**config.mk**
```make
export PLATFORM = sky130hd
export DESIGN_NAME = ps2_scancode_filter_flat
export DESIGN_NICKNAME = d
export VERILOG_FILES = /design/src/rtl/ps2_codes_pkg.sv /design/src/rtl/ps2_scancode_filter_if.sv /design/src/rtl/ps2_prefix_timer.sv /design/src/rtl/ps2_scancode_filter.sv /design/src/flat_wrapper.sv
export SDC_FILE = /design/constraint.sdc
export NUM_CORES = 1
export LEC_CHECK = 0
export BUFFER_PORTS_ARGS = -buffer_cell sky130_fd_sc_hd__buf_2
export CAP_MARGIN = 20
export CORE_MARGIN = 1
export CORE_UTILIZATION = 61
export DETAILED_ROUTE_END_ITERATION = 10
export GPL_ROUTABILITY_DRIVEN = 0
export PLACE_DENSITY = 0.9
export SYNTH_ARGS = -nofsm -noshare
export SYNTH_HDL_FRONTEND = slang
export SYNTH_HIERARCHICAL = 1
export SYNTH_SLANG_ARGS = --single-unit
```
**constraint.sdc**
```tcl
create_clock -name clk -period 5.4 [get_ports clk]
set_input_delay 1.08 -clock clk [delete_from_list [all_inputs] [get_ports clk]]
set_output_delay 1.08 -clock clk [all_outputs]
set_load 0.02 [all_outputs]
```
**src/rtl/ps2_codes_pkg.sv**
```systemverilog
// PS/2 Set-2 scancode constants, filter state encoding and byte classifiers
// shared by the scancode filter and the PS/2 controller.
package ps2_codes_pkg;

    localparam logic [7:0] PS2_EXT    = 8'hE0;
    localparam logic [7:0] PS2_BREAK  = 8'hF0;
    localparam logic [7:0] PS2_PAUSE  = 8'hE1;
    localparam logic [7:0] PS2_BAT_OK = 8'hAA;
    localparam logic [7:0] PS2_ACK    = 8'hFA;
    localparam logic [7:0] PS2_ECHO   = 8'hEE;
    localparam logic [7:0] PS2_RESEND = 8'hFE;
    localparam logic [7:0] PS2_ERR0   = 8'h00;
    localparam logic [7:0] PS2_ERR1   = 8'hFF;

    // Bytes that follow E1 before the Pause make is reported.
    localparam int PAUSE_SEQ_LEN = 7;

    typedef enum logic [2:0] {
        ST_IDLE,
        ST_EXT,
        ST_BRK,
        ST_EXT_BRK,
        ST_PAUSE
    } filt_state_t;

    typedef struct packed {
        logic       ext;
        logic [7:0] code;
    } key_id_t;

    function automatic logic is_drop_byte(input logic [7:0] b);
        return b inside {PS2_ERR0, PS2_BAT_OK, PS2_ECHO, PS2_ACK,
                         8'hFC, 8'hFD, PS2_RESEND, PS2_ERR1};
    endfunction

    function automatic logic is_status_byte(input logic [7:0] b);
        return b inside {PS2_BAT_OK, PS2_ACK, PS2_ECHO};
    endfunction

endpackage

```
**src/rtl/ps2_scancode_filter_if.sv**
```systemverilog
// Byte stream from ps2_controller in, cleaned key events out to data_control.
interface ps2_scancode_filter_if;
    logic [7:0] ps2_received_data;
    logic       ps2_received_data_strb;
    logic [7:0] key_code;
    logic       key_extended;
    logic       key_released;
    logic       key_code_strb;
    logic       seq_error;

    modport master (
        output ps2_received_data, ps2_received_data_strb,
        input  key_code, key_extended, key_released, key_code_strb, seq_error
    );

    modport slave (
        input  ps2_received_data, ps2_received_data_strb,
        output key_code, key_extended, key_released, key_code_strb, seq_error
    );
endinterface

```
**src/rtl/ps2_prefix_timer.sv**
```systemverilog
// Loadable down-counter; expire is high while enabled and counted out,
// unless a load arrives in the same cycle.
module ps2_prefix_timer #(
    parameter int W = 17
) (
    input  logic         clk,
    input  logic         rst,
    input  logic         load,
    input  logic [W-1:0] load_val,
    input  logic         en,
    output logic         expire
);
    logic [W-1:0] cnt;

    always_ff @(posedge clk or negedge rst) begin
        if (!rst)
            cnt <= '0;
        else if (load)
            cnt <= load_val;
        else if (en && cnt != '0)
            cnt <= cnt - 1'b1;
    end

    assign expire = en && !load && (cnt == '0);
endmodule

```
**src/rtl/ps2_scancode_filter.sv**
```systemverilog
// PS/2 Set-2 byte stream to single-cycle key events with prefix resolution,
// typematic suppression and prefix timeout. Macro RELEASE_EVENTS_EN adds break events.
module ps2_scancode_filter
    import ps2_codes_pkg::*;
#(
    parameter int TIMEOUT_CYCLES   = 100000,
    parameter bit TYPEMATIC_FILTER = 1'b1
) (
    input logic               clk,
    input logic               rst,
    ps2_scancode_filter_if.slave bus
);
    localparam int TW = $clog2(TIMEOUT_CYCLES + 1);

    filt_state_t state;
    logic [2:0]  pause_cnt;
    key_id_t     held, req;
    logic        held_valid, held_hit, mk_req, bk_req, drop;
    logic        in_prefix, tmr_load, tmr_expire;
    logic [7:0]  rx;
    logic        rx_strb;
    logic [7:0]  key_code_q;
    logic        key_ext_q, key_rel_q, key_strb_q, seq_err_q;

    assign rx        = bus.ps2_received_data;
    assign rx_strb   = bus.ps2_received_data_strb;
    assign drop      = is_drop_byte(rx);
    assign held_hit  = held_valid && (held == req);
    assign in_prefix = state inside {ST_EXT, ST_BRK, ST_EXT_BRK};
    // Idle and pause keep the timer preloaded so a new prefix starts fresh.
    assign tmr_load  = rx_strb || !in_prefix;

    ps2_prefix_timer #(.W(TW)) u_tmr (
        .clk      (clk),
        .rst      (rst),
        .load     (tmr_load),
        .load_val (TW'(TIMEOUT_CYCLES - 1)),
        .en       (in_prefix),
        .expire   (tmr_expire)
    );

    always_comb begin
        mk_req   = 1'b0;
        bk_req   = 1'b0;
        req.ext  = 1'b0;
        req.code = rx;
        if (rx_strb && !drop) begin
            case (state)
                ST_IDLE:    mk_req = !(rx inside {PS2_EXT, PS2_BREAK, PS2_PAUSE});
                ST_EXT: begin
                    mk_req  = !(rx inside {PS2_EXT, PS2_BREAK});
                    req.ext = 1'b1;
                end
                ST_BRK:     bk_req = 1'b1;
                ST_EXT_BRK: begin
                    bk_req  = 1'b1;
                    req.ext = 1'b1;
                end
                ST_PAUSE: begin
                    mk_req   = (pause_cnt == 3'd1);
                    req.code = PS2_PAUSE;
                end
                default: ;
            endcase
        end
    end

    always_ff @(posedge clk or negedge rst) begin
        if (!rst) begin
            state      <= ST_IDLE;
            pause_cnt  <= '0;
            held       <= '0;
            held_valid <= 1'b0;
            key_code_q <= '0;
            key_ext_q  <= 1'b0;
            key_rel_q  <= 1'b0;
            key_strb_q <= 1'b0;
            seq_err_q  <= 1'b0;
        end else begin
            key_strb_q <= 1'b0;
            seq_err_q  <= 1'b0;

            if (mk_req && !(TYPEMATIC_FILTER && held_hit)) begin
                key_strb_q <= 1'b1;
                key_code_q <= req.code;
                key_ext_q  <= req.ext;
                key_rel_q  <= 1'b0;
                held       <= req;
                held_valid <= 1'b1;
            end

            // A break for a key other than the held one leaves rollover state alone.
            if (bk_req) begin
                if (held_hit)
                    held_valid <= 1'b0;
`ifdef RELEASE_EVENTS_EN
                key_strb_q <= 1'b1;
                key_code_q <= req.code;
                key_ext_q  <= req.ext;
                key_rel_q  <= 1'b1;
`endif
            end

            if (rx_strb) begin
                if (drop) begin
                    seq_err_q <= (state != ST_IDLE) || !is_status_byte(rx);
                    state     <= ST_IDLE;
                end else begin
                    case (state)
                        ST_IDLE: begin
                            if (rx == PS2_EXT)
                                state <= ST_EXT;
                            else if (rx == PS2_BREAK)
                                state <= ST_BRK;
                            else if (rx == PS2_PAUSE) begin
                                state     <= ST_PAUSE;
                                pause_cnt <= 3'(PAUSE_SEQ_LEN);
                            end
                        end
                        ST_EXT: begin
                            if (rx == PS2_BREAK)
                                state <= ST_EXT_BRK;
                            else if (rx != PS2_EXT)
                                state <= ST_IDLE;
                        end
                        ST_PAUSE: begin
                            pause_cnt <= pause_cnt - 3'd1;
                            if (pause_cnt == 3'd1)
                                state <= ST_IDLE;
                        end
                        default: state <= ST_IDLE;
                    endcase
                end
            end else if (tmr_expire) begin
                seq_err_q <= 1'b1;
                state     <= ST_IDLE;
            end
        end
    end

    assign bus.key_code      = key_code_q;
    assign bus.key_extended  = key_ext_q;
    assign bus.key_released  = key_rel_q;
    assign bus.key_code_strb = key_strb_q;
    assign bus.seq_error     = seq_err_q;
endmodule

```
**src/flat_wrapper.sv**
```systemverilog
// flat-port wrapper written by rule: the top's interface ports become plain ports
module ps2_scancode_filter_flat import ps2_codes_pkg::*;
#(
    parameter int TIMEOUT_CYCLES   = 100000,
    parameter bit TYPEMATIC_FILTER = 1'b1
)
  (clk, rst, bus_ps2_received_data, bus_ps2_received_data_strb, bus_key_code, bus_key_extended, bus_key_released, bus_key_code_strb, bus_seq_error);
  ps2_scancode_filter_if bus_i ();
  input logic clk;
  input logic rst;
  input wire logic [$bits(bus_i.ps2_received_data)-1:0] bus_ps2_received_data;
  input wire logic [$bits(bus_i.ps2_received_data_strb)-1:0] bus_ps2_received_data_strb;
  output wire logic [$bits(bus_i.key_code)-1:0] bus_key_code;
  output wire logic [$bits(bus_i.key_extended)-1:0] bus_key_extended;
  output wire logic [$bits(bus_i.key_released)-1:0] bus_key_released;
  output wire logic [$bits(bus_i.key_code_strb)-1:0] bus_key_code_strb;
  output wire logic [$bits(bus_i.seq_error)-1:0] bus_seq_error;
  assign bus_i.ps2_received_data = bus_ps2_received_data;
  assign bus_i.ps2_received_data_strb = bus_ps2_received_data_strb;
  assign bus_key_code = bus_i.key_code;
  assign bus_key_extended = bus_i.key_extended;
  assign bus_key_released = bus_i.key_released;
  assign bus_key_code_strb = bus_i.key_code_strb;
  assign bus_seq_error = bus_i.seq_error;
  ps2_scancode_filter #(.TIMEOUT_CYCLES(TIMEOUT_CYCLES), .TYPEMATIC_FILTER(TYPEMATIC_FILTER)) u_core (.clk(clk), .rst(rst), .bus(bus_i));
endmodule
```
==> metrics.yaml, run 1 <==
run_status:
  outcome: "completed"
yosys:
  ys_types: 61
  yosys_warnings: 6
  syn_area_sq_um: 2390
  synthTopCellsByArea: "dfrtp_1 37%, o21ai_0 5.2%, nand2_1 4.7%"
  synthCells: 265
  synth-edff-count: 0
  yosysSeqAreaShare_pct: 36.6
  async_flop_share_pct: 100
  synth.top_cell.area_share_pct: 36.6
  synth_top_flop_cell: "dfrtp_1"
  yosys.area.top_type: "dfrtp_1"
  ys_seq_elements: 35
  postSynthAreaPerCell_sq_um: 9.04
critical_path:
  worstPathArrival_ns: 3.48
  worstSetupStartpointType: "input pin"
  crit_type: "in2reg"
  rr_worst_depth: 6
  r2r_slack_ns: 2.66
  critical_path.startpoint: "bus_ps2_received_data[4]"
  endpoint: "u_core/bus.key_code[1]"
  timing.rr.end: "u_core/state[2]"
  cp_max_fo: 10
  reg2reg_from: "u_core/state[0]"
  end_kind: "flop"
  required_ns: 5.58
sta:
  fmax_mhz: 303
  final-setup-viol-count: 0
  period_needed_ns: 3.30
  fin_crit_sh_pct: 61.1
  holdWs_ns: 0.503
  finalHoldViolCount: 0
  final-max-slew-violation-count: 0
  worst_clock_skew_ns: 0.00531
  tns_ns: 0
  max_slew_margin_pct: 35.2
  rsz0062_at_grt: "false"
  worstMarginPinSlew_ns: 0.972
cts:
  root_buffer: "clkbuf_8"
  clock_sinks: 35
  cts_setup_buffers: 0
  numCtsBuffers: 5
  post_cts_resized: 0
  cts_tree: "yes"
  postCtsHoldBufs: 0
  worstSkewPairLatency_ns: 0.30
  h-tree-depth: 2
  clk_pin_slew_ns: 0.07
  clockBufferDepth: 2
floorplanning:
  dieWidth_um: 64.7
  die_area_sq_um: 4180
  io-pin-count: 23
  initial_core_util_pct: 64.4
  num_rows: 22
  die_h_um: 64.7
  coreArea_sq_um: 3720
detailed_routing:
  viasPerCell: 5.80
  drt-pass1-iter-count: 4
  vias: 1995
  routedWlPerCell_um: 14.0
  drt-total-wl_mm: 4.82
  ant_nets: 0
  drcViolationCount: 0
  drt_iter0_drc: 92
power:
  sw_frac_of_total_pct: 38.2
  total_power_mw: 0.926
  peakVddDrop_mv: 0.282
  clkPwrFrac_pct: 22.7
  seq_power_share_pct: 40.9
  pwr-share-comb_pct: 36.4
  internal_power_mw: 0.572
  power.leakage_nw: 1.14
  power-per-cell-area_nw_per_um2: 354
  p_sw_mw: 0.354
final_layout:
  fill_cells: 289
  syn2layout_area_growth_pct: 9.30
  fin_cells: 344
  fin_nets: 309
  num_antenna_cells: 0
  drive_gt1_share_pct: 18.9
grt:
  grt_pass1_vias: 1958
  grt_max_degree: 36
  gr-total-overflow: 0
  grt_usage_pct: 26.2
  antenna_found_initial: 0
  grt_pass1_wl_mm: 8.36
place:
  place_inst: 336
  hpwl_mm: 3.43
  place.port_buffers: 21
min_path:
  min_path_type: "reg2reg"
flow_run:
  drv_cap: 0
==> per-stage QoR <==
| stage | cell area, sq um | worst slack [ns] | utilization [%] |
|---|---|---|---|
| floorplan | 2450 | 2.28 | - |
| global placement | 2520 | 1.90 | 67.7 |
| detailed placement | 2520 | 1.81 | 67.7 |
| CTS | 2620 | 2.12 | 70.4 |
| global route | 2620 | 1.99 | 70.4 |
| finish | 2620 | 2.10 | 70.4 |
==> kinds of logic after synthesis <==
kind of cell / after synthesis / synth area share [%]
flip-flops: 35 / 36.6
AND/OR/NAND/NOR: 98 / 24.0
adder cells (fa/ha/maj): 3 / 1.57
AO/OA/AOI/OAI: 66 / 18.4
buffers and inverters: 32 / 7.10
multiplexers: 15 / 6.95
other: 2 / 0.314
XOR/XNOR: 14 / 5.12
==> routing by layer <==
metal	up-vias	GRT usage (%)	share of wire (%)
li1	985	-	-
met1	948	33.0	47
met2	54	41.6	47
met3	8	5.63	5.1
met4	0	14.4	1.7
met5	-	0	0
==> sequential cells by signal, summed over array words and instances, names as in the netlist <==
register / count
u_core/bus.key_extended: 1
u_core/pause_cnt: 3
u_core/held_valid: 1
u_core/bus.key_code_strb: 1
u_core/bus.seq_error: 1
u_core/u_tmr/cnt: 17
u_core/bus.key_code: 8
u_core/state: 3
==> area by class of cell <==
class                   count  area (sq um)  area share [%]
repair buffers             21           105            4.02
inverters                  18          67.6            2.58
flip-flops and latches     35           876            33.5
multi-input cells         214          1410            53.8
well taps                  48          60.1            2.29
clock buffers               8           100            3.82
==> worst max-delay path, stage by stage <==
cell,delay [ns]
buf_2,0.20
xor2_1,0.16
o21ai_1,0.13
a21o_1,0.25
or3_1,0.36
a32oi_1,0.25
a211oi_2,0.09
a21oi_2,0.60
mux2_4,0.35
==> synth_stat cells, types with 3 or more instances <==
| cell type | count |
|---|---|
| o21ai_1 | 4 |
| nor2_1 | 17 |
| dfrtp_1 | 35 |
| nand2_1 | 30 |
| nor4_1 | 3 |
| xor2_1 | 10 |
| nor3_1 | 10 |
| clkbuf_1 | 5 |
| nor4_2 | 3 |
| a21boi_0 | 3 |
| nand3_1 | 7 |
| o21ai_0 | 25 |
| mux2_2 | 5 |
| a21oi_1 | 9 |
| buf_6 | 5 |
| ha_1 | 3 |
| o211ai_1 | 3 |
| inv_1 | 18 |
| xnor2_1 | 4 |
| mux2i_1 | 8 |
| buf_4 | 3 |
==> placed cells by master, fill, tap and decap left out, drive strengths merged, types with 4 or more instances in the layout <==
master,Yosys,routed
nand2,32,32
inv,18,18
o21ai,30,30
mux2,7,7
xor2,10,10
a21oi,12,12
conb,2,18
mux2i,8,8
nand3,7,7
buf,8,21
clkbuf,6,8
dfrtp,35,35
nor3,10,10
xnor2,4,4
nor4,8,8
nor2,17,17
==> worst min-delay path by stage <==
stage	startpoint	to	slack, ns	cells after the start
4_1_cts	u_core/pause_cnt[2]	u_core/pause_cnt[2]	0.50	1
2_1_floorplan	u_core/pause_cnt[2]	u_core/pause_cnt[2]	0.46	1
3_3_place_gp	u_core/pause_cnt[2]	u_core/pause_cnt[2]	0.49	1
6_report	u_core/pause_cnt[2]	u_core/pause_cnt[2]	0.50	1
3_5_place_dp	u_core/pause_cnt[2]	u_core/pause_cnt[2]	0.49	1
5_1_grt	u_core/pause_cnt[2]	u_core/pause_cnt[2]	0.55	1
==> power groups by stage <==
stage	sequential, mW	clock, mW	combinational [mW]
after floorplan	0.415	0	0.226
after global placement	0.380	0	0.324
after detailed placement	0.383	0	0.333
after CTS	0.379	0.215	0.336
after global routing	0.389	0.226	0.371
final	0.379	0.210	0.337
No activity file was read; power rests on OpenSTA's default activity.
==> inputs of run 2 (changes only) <==
--- a/config.mk
+++ b/config.mk
@@ -5,13 +5,14 @@
 export SDC_FILE = /design/constraint.sdc
 export NUM_CORES = 1
 export LEC_CHECK = 0
+export ABC_AREA = 1
 export BUFFER_PORTS_ARGS = -buffer_cell sky130_fd_sc_hd__buf_2
 export CAP_MARGIN = 20
 export CORE_MARGIN = 1
-export CORE_UTILIZATION = 61
+export CORE_UTILIZATION = 60
 export DETAILED_ROUTE_END_ITERATION = 10
 export GPL_ROUTABILITY_DRIVEN = 0
-export PLACE_DENSITY = 0.9
+export PLACE_DENSITY = 0.88
 export SYNTH_ARGS = -nofsm -noshare
 export SYNTH_HDL_FRONTEND = slang
 export SYNTH_HIERARCHICAL = 1
==> constraint.sdc (replaced) <==
create_clock -name clk -period 3.39 [get_ports clk]
set_input_delay 0.678 -clock clk [delete_from_list [all_inputs] [get_ports clk]]
set_output_delay 0.678 -clock clk [all_outputs]
set_load 0.02 [all_outputs]
==> run 2 against run 1 <==
  * Sequential power up 51%
  * Clock skew up 0.00087 ns
  * Non-clock buffer count up 1
  * Combinational power up 60%
  * Setup slack worse by 1.2 ns
  * Final cell count up 36%
  * Clock power up 38%
  * Critical path type is now reg2reg
==> metrics.yaml, run 2 <==
run_status:
  outcome: "completed"
sta:
  fin_crit_sh_pct: 72.5
  finalHoldViolCount: 0
  final-setup-viol-count: 0
  holdWs_ns: 0.479
  max_slew_margin_pct: 42.2
  period_needed_ns: 2.46
  final-max-slew-violation-count: 0
  tns_ns: 0
  worstMarginPinSlew_ns: 0.863
  worst_clock_skew_ns: 0.00618
  fmax_mhz: 407
  rsz0062_at_grt: "false"
critical_path:
  cp_common_cell: "nor2_1"
  crit_family: "simple AND/OR/NAND/NOR gates"
  worstPathArrival_ns: 2.63
  cp_slowest_cell: "nand2_1"
  end_kind: "flop"
  critical_path.cell_chain: "nor2_1 > nor2_1 > nand2_1 > inv_2 > nand2_1 > nor2_1 > nor2_1 > a31oi_1 > nand3_1 > a31oi_1 > a21oi_1"
  worstSetupStartpointType: "flop"
  required_ns: 3.56
  crit_type: "reg2reg"
  cp_max_fo: 17
  crit_buf_inv: 1
  slowest_delay_ns: 0.49
grt:
  gr-total-overflow: 0
  grt_max_degree: 36
  antenna_found_initial: 0
  use_met2_pct: 43.3
  top_usage_layer: "met2"
  met1_usage_pct: 36.7
  global_route.usage.met3_pct: 6.33
  grt_pass1_vias: 2256
  grt_usage_pct: 27.6
  grt_pass1_wl_mm: 9.58
yosys:
  synth-edff-count: 0
  async_flop_share_pct: 100
  synthTopCellsByArea: "dfrtp_1 33%, nand2_1 17%, nand3_1 8.5%"
  yosys.area.top_type: "dfrtp_1"
  ys_seq_elements: 35
  yosysSeqAreaShare_pct: 33.2
  syn_area_sq_um: 2640
  yosys.cell_count.top_type: "nand2_1"
  ys_types: 38
  synth_top_flop_cell: "dfrtp_1"
  yosys_warnings: 6
  ys_top_cells_by_count: "120 x nand2_1, 45 x nand3_1, 41 x inv_1, 41 x nor2_1, 35 x dfrtp_1"
  synth.top_cell.area_share_pct: 33.2
  synthCells: 381
  postSynthAreaPerCell_sq_um: 6.93
detailed_routing:
  drcViolationCount: 0
  drt-pass1-iter-count: 4
  vias: 2429
  viasPerCell: 5.19
  drt-total-wl_mm: 5.54
  drt_iter0_drc: 207
  routedWlPerCell_um: 11.8
  ant_nets: 0
floorplanning:
  dieWidth_um: 68.3
  die_area_sq_um: 4670
  num_rows: 23
  coreArea_sq_um: 4120
  initial_core_util_pct: 64.1
  die_h_um: 68.3
  io-pin-count: 23
power:
  pwr-share-comb_pct: 38.5
  p_sw_mw: 0.567
  peakVddDrop_mv: 0.433
  clkPwrFrac_pct: 20.7
  power-per-cell-area_nw_per_um2: 486
  internal_power_mw: 0.833
  power.leakage_nw: 1.55
  sw_frac_of_total_pct: 40.5
  seq_power_share_pct: 40.8
final_layout:
  final_common_cell: "nand2_1"
  drive_gt1_share_pct: 17.7
  largest_register_ffs: 17
  seqCellArea_sq_um: 876
  final_util_pct: 70.1
  top_register: "u_core/u_tmr/cnt"
  syn2layout_area_growth_pct: 9.29
  mostFrequentLayoutCells: "120 x nand2_1, 45 x nand3_1, 41 x inv_1, 41 x nor2_1, 35 x dfrtp_1"
  fill_cells: 354
  num_antenna_cells: 0
  fin_nets: 431
  multi_input_comb_area_sq_um: 1580
cts:
  postCtsHoldBufs: 0
  root_buffer: "clkbuf_8"
  numCtsBuffers: 5
  cts_tree: "yes"
  clk_pin_slew_ns: 0.07
  post_cts_resized: 0
  cts_setup_buffers: 0
  worstSkewPairLatency_ns: 0.28
  clockBufferDepth: 2
  h-tree-depth: 2
  clock_sinks: 35
place:
  hpwl_mm: 3.98
  place.port_buffers: 21
flow_run:
  drv_cap: 0
min_path:
  min_path_type: "in2async"
run 2: path summary, 6_finish.rpt:
check	startpoint	slack [ns]	endpoint	depth (start not counted)
max in group asynchronous	rst	2.38	u_core/bus.key_extended	1
min in group clk	u_core/bus.key_code[4]	0.52	u_core/bus.key_code[4]	2
worst min register to register	u_core/bus.key_code[4]	0.52	u_core/bus.key_code[4]	2
worst max register to register	u_core/state[0]	0.93	u_core/state[2]	11
worst min-delay path	rst	0.48	u_core/pause_cnt[1]	1
worst max-delay path	u_core/state[0]	0.93	u_core/state[2]	11
run 2: cells by family after synthesis:
family	after synthesis	share of synthesized area, %
muxes	1	0.427
adders and majority gates	3	1.42
buffers and inverters	55	9.25
DFF	35	33.2
other	2	0.285
AOI/OAI and AO/OA	26	6.54
and+or+nand+nor	254	47.2
xor gates and xnor gates	5	1.66
run 2: power by group through the flow:
stage	logic, mW	clock network [mW]	registers, mW
final	0.540	0.290	0.571
after floorplan	0.363	0	0.627
after global placement	0.524	0	0.574
after global routing	0.604	0.321	0.584
after detailed placement	0.536	0	0.578
after CTS	0.539	0.303	0.571
run 2: layout make-up:
cell class / instances / area share [%]
multi-input cells: 307 / 54.8
clock inverters: 1 / 0.174
inverters: 46 / 5.99
well taps: 50 / 2.17
clock buffers: 7 / 2.65
flip-flops and latches: 35 / 30.4
repair buffers: 22 / 3.90
run 2: metrics by stage:
| step | cell area (sq um) | cells | total power, mW | setup slack [ns] |
|---|---|---|---|---|
| 6_report | 2880 | 468 | 1.40 | 0.931 |
| 5_1_grt | 2880 | 468 | 1.51 | 0.680 |
| 4_1_cts | 2880 | 468 | 1.41 | 0.934 |
| 3_5_place_dp | 2800 | 460 | 1.11 | 0.820 |
| 3_3_place_gp | 2800 | 460 | 1.10 | 0.910 |
| 2_1_floorplan | 2700 | 397 | 0.991 | 1.31 |
run 2: layer usage:
| metal | vias up | wire, um |
|---|---|---|
| met4 | 0 | 85 |
| li1 | 1260 | - |
| met3 | 10 | 220 |
| met5 | - | 0 |
| met1 | 1100 | 2730 |
| met2 | 59 | 2510 |
==> inputs of run 3 (changes only) <==
==> constraint.sdc (replaced) <==
create_clock -name clk -period 2.5 [get_ports clk]
set_input_delay 0.5 -clock clk [delete_from_list [all_inputs] [get_ports clk]]
set_output_delay 0.5 -clock clk [all_outputs]
set_load 0.02 [all_outputs]
==> run 3 against run 2 <==
  * Clock skew decreased by 0.0018 ns
  * Final cell count grew 0.21%
  * Design area rose by 0.48%
  * Register-to-register slack lost 0.76 ns
  * Fmax up 5.4%
  * Flip-flop and latch count unchanged
  * Count of clock-buffer cells in the layout shrank 1
  * Critical path depth decreased by 5
  * Largest cell class unchanged
==> metrics.yaml, run 3 (synthesis gave the netlist of run 2 again) <==
run_status:
  outcome: "completed"
grt:
  grt_pass1_vias: 2207
  antenna_found_initial: 0
  gr-total-overflow: 0
  grt_max_degree: 36
  grt_pass1_wl_mm: 9.72
  grt_usage_pct: 27.8
power:
  power.leakage_nw: 1.55
  total_power_mw: 1.90
  peakVddDrop_mv: 0.570
  power-per-cell-area_nw_per_um2: 657
final_layout:
  fin_nets: 434
  syn2layout_area_growth_pct: 9.82
  top_register: "u_core/u_tmr/cnt"
  drive_gt1_share_pct: 18.1
  multi_input_comb_area_sq_um: 1580
  num_antenna_cells: 0
  final_common_cell: "nand2_1"
  fill_cells: 354
  largest_register_ffs: 17
  mostFrequentLayoutCells: "120 x nand2_1, 45 x nand3_1, 41 x inv_1, 41 x nor2_1, 35 x dfrtp_1"
  fin_cells: 469
  seqCellArea_sq_um: 876
floorplanning:
  die_area_sq_um: 4670
  initial_core_util_pct: 64.1
  die_h_um: 68.3
  coreArea_sq_um: 4120
  dieWidth_um: 68.3
  io-pin-count: 23
  num_rows: 23
cts:
  cts_tree: "yes"
  clk_pin_slew_ns: 0.07
  root_buffer: "clkbuf_8"
  cts_setup_buffers: 0
  clockBufferDepth: 2
  postCtsHoldBufs: 0
  numCtsBuffers: 5
  worstSkewPairLatency_ns: 0.28
  clock_sinks: 35
  h-tree-depth: 2
  post_cts_resized: 0
critical_path:
  cp_common_cell: "nor2_1"
  end_kind: "flop"
  cp_slowest_cell: "nor2_1"
  worstSetupStartpointType: "flop"
  worstPathArrival_ns: 2.51
  cp_max_fo: 11
  crit_type: "reg2reg"
  required_ns: 2.67
  rr_worst_depth: 6
  slowest_delay_ns: 0.68
  critical_path.cell_chain: "nor2_1 > inv_1 > nor2_1 > a32oi_1 > nor2_1 > mux2_2"
  critical_path.startpoint: "u_core/state[0]"
  reg2reg_from: "u_core/state[0]"
place:
  place_inst: 463
  place.port_buffers: 21
  hpwl_mm: 4.08
detailed_routing:
  drt-met1-wl_mm: 2.75
  routedWlPerCell_um: 11.8
  drt_iter0_drc: 176
  ant_nets: 0
  drt-pass1-iter-count: 4
  met3WireLength_um: 223
  drt-total-wl_mm: 5.56
  viasPerCell: 5.22
  vias: 2446
  wl_met2_mm: 2.52
  routed.top_layer: "met4"
  drcViolationCount: 0
sta:
  worst_clock_skew_ns: 0.00442
  final-max-slew-violation-count: 0
  period_needed_ns: 2.33
  rsz0062_at_grt: "false"
  holdWs_ns: 0.287
  fmax_mhz: 429
  fin_crit_sh_pct: 93.3
  max_slew_margin_pct: 41.3
  tns_ns: 0
  final-setup-viol-count: 0
  worstMarginPinSlew_ns: 0.878
  finalHoldViolCount: 0
min_path:
  min_path_type: "in2async"
flow_run:
  drv_cap: 0
-- run 3: final cells by class --
class,instances,share of cell area (%)
Tap cell,50,2.16
Timing Repair Buffer,25,4.66
Clock buffer,6,2.50
Inverter,46,5.96
Multi-Input combinational cell,307,54.5
Sequential cell,35,30.2
-- run 3: path summary, 6_finish.rpt --
check	end	slack, ns
worst min-delay path	u_core/pause_cnt[1]	0.29
max in group asynchronous	u_core/u_tmr/cnt[2]	1.72
min in group clk	u_core/bus.key_code[0]	0.52
worst min register to register	u_core/bus.key_code[0]	0.52
worst max register to register	u_core/bus.key_code[5]	0.17
worst max-delay path	u_core/bus.key_code[5]	0.17
-- run 3: critical path: cells and delay by family (launching register included) --
family,cells,cell delay [ns]
multiplexers,1,0.41
AND/OR/NAND/NOR,3,1.15
AO/OA/AOI/OAI,1,0.15
flip-flops,1,0.42
buffers and inverters,1,0.10
-- run 3: metal layers --
layer | track usage, % | vias to the layer above
li1 | - | 1267
met1 | 38.0 | 1109
met2 | 43.3 | 63
met3 | 4.33 | 7
met4 | 11.5 | 0
met5 | 0 | -
-- run 3: metrics by stage --
stage / util (%) / cell area, sq um / setup slack (ns)
finish: 70.4 / 2900 / 0.167
global route: 70.4 / 2900 / 0.0488
CTS: 70.4 / 2900 / 0.160
detailed placement: 68.7 / 2830 / 0.105
global placement: 68.7 / 2830 / 0.213
floorplan: - / 2700 / 0.602
-- run 3: power breakdown --
| group | switching, mW | total (mW) | internal (mW) |
|---|---|---|---|
| sequential | 0.0975 | 0.776 | 0.678 |
| clock | 0.194 | 0.379 | 0.186 |
| combinational | 0.482 | 0.750 | 0.268 |
| total | 0.773 | 1.90 | 1.13 |
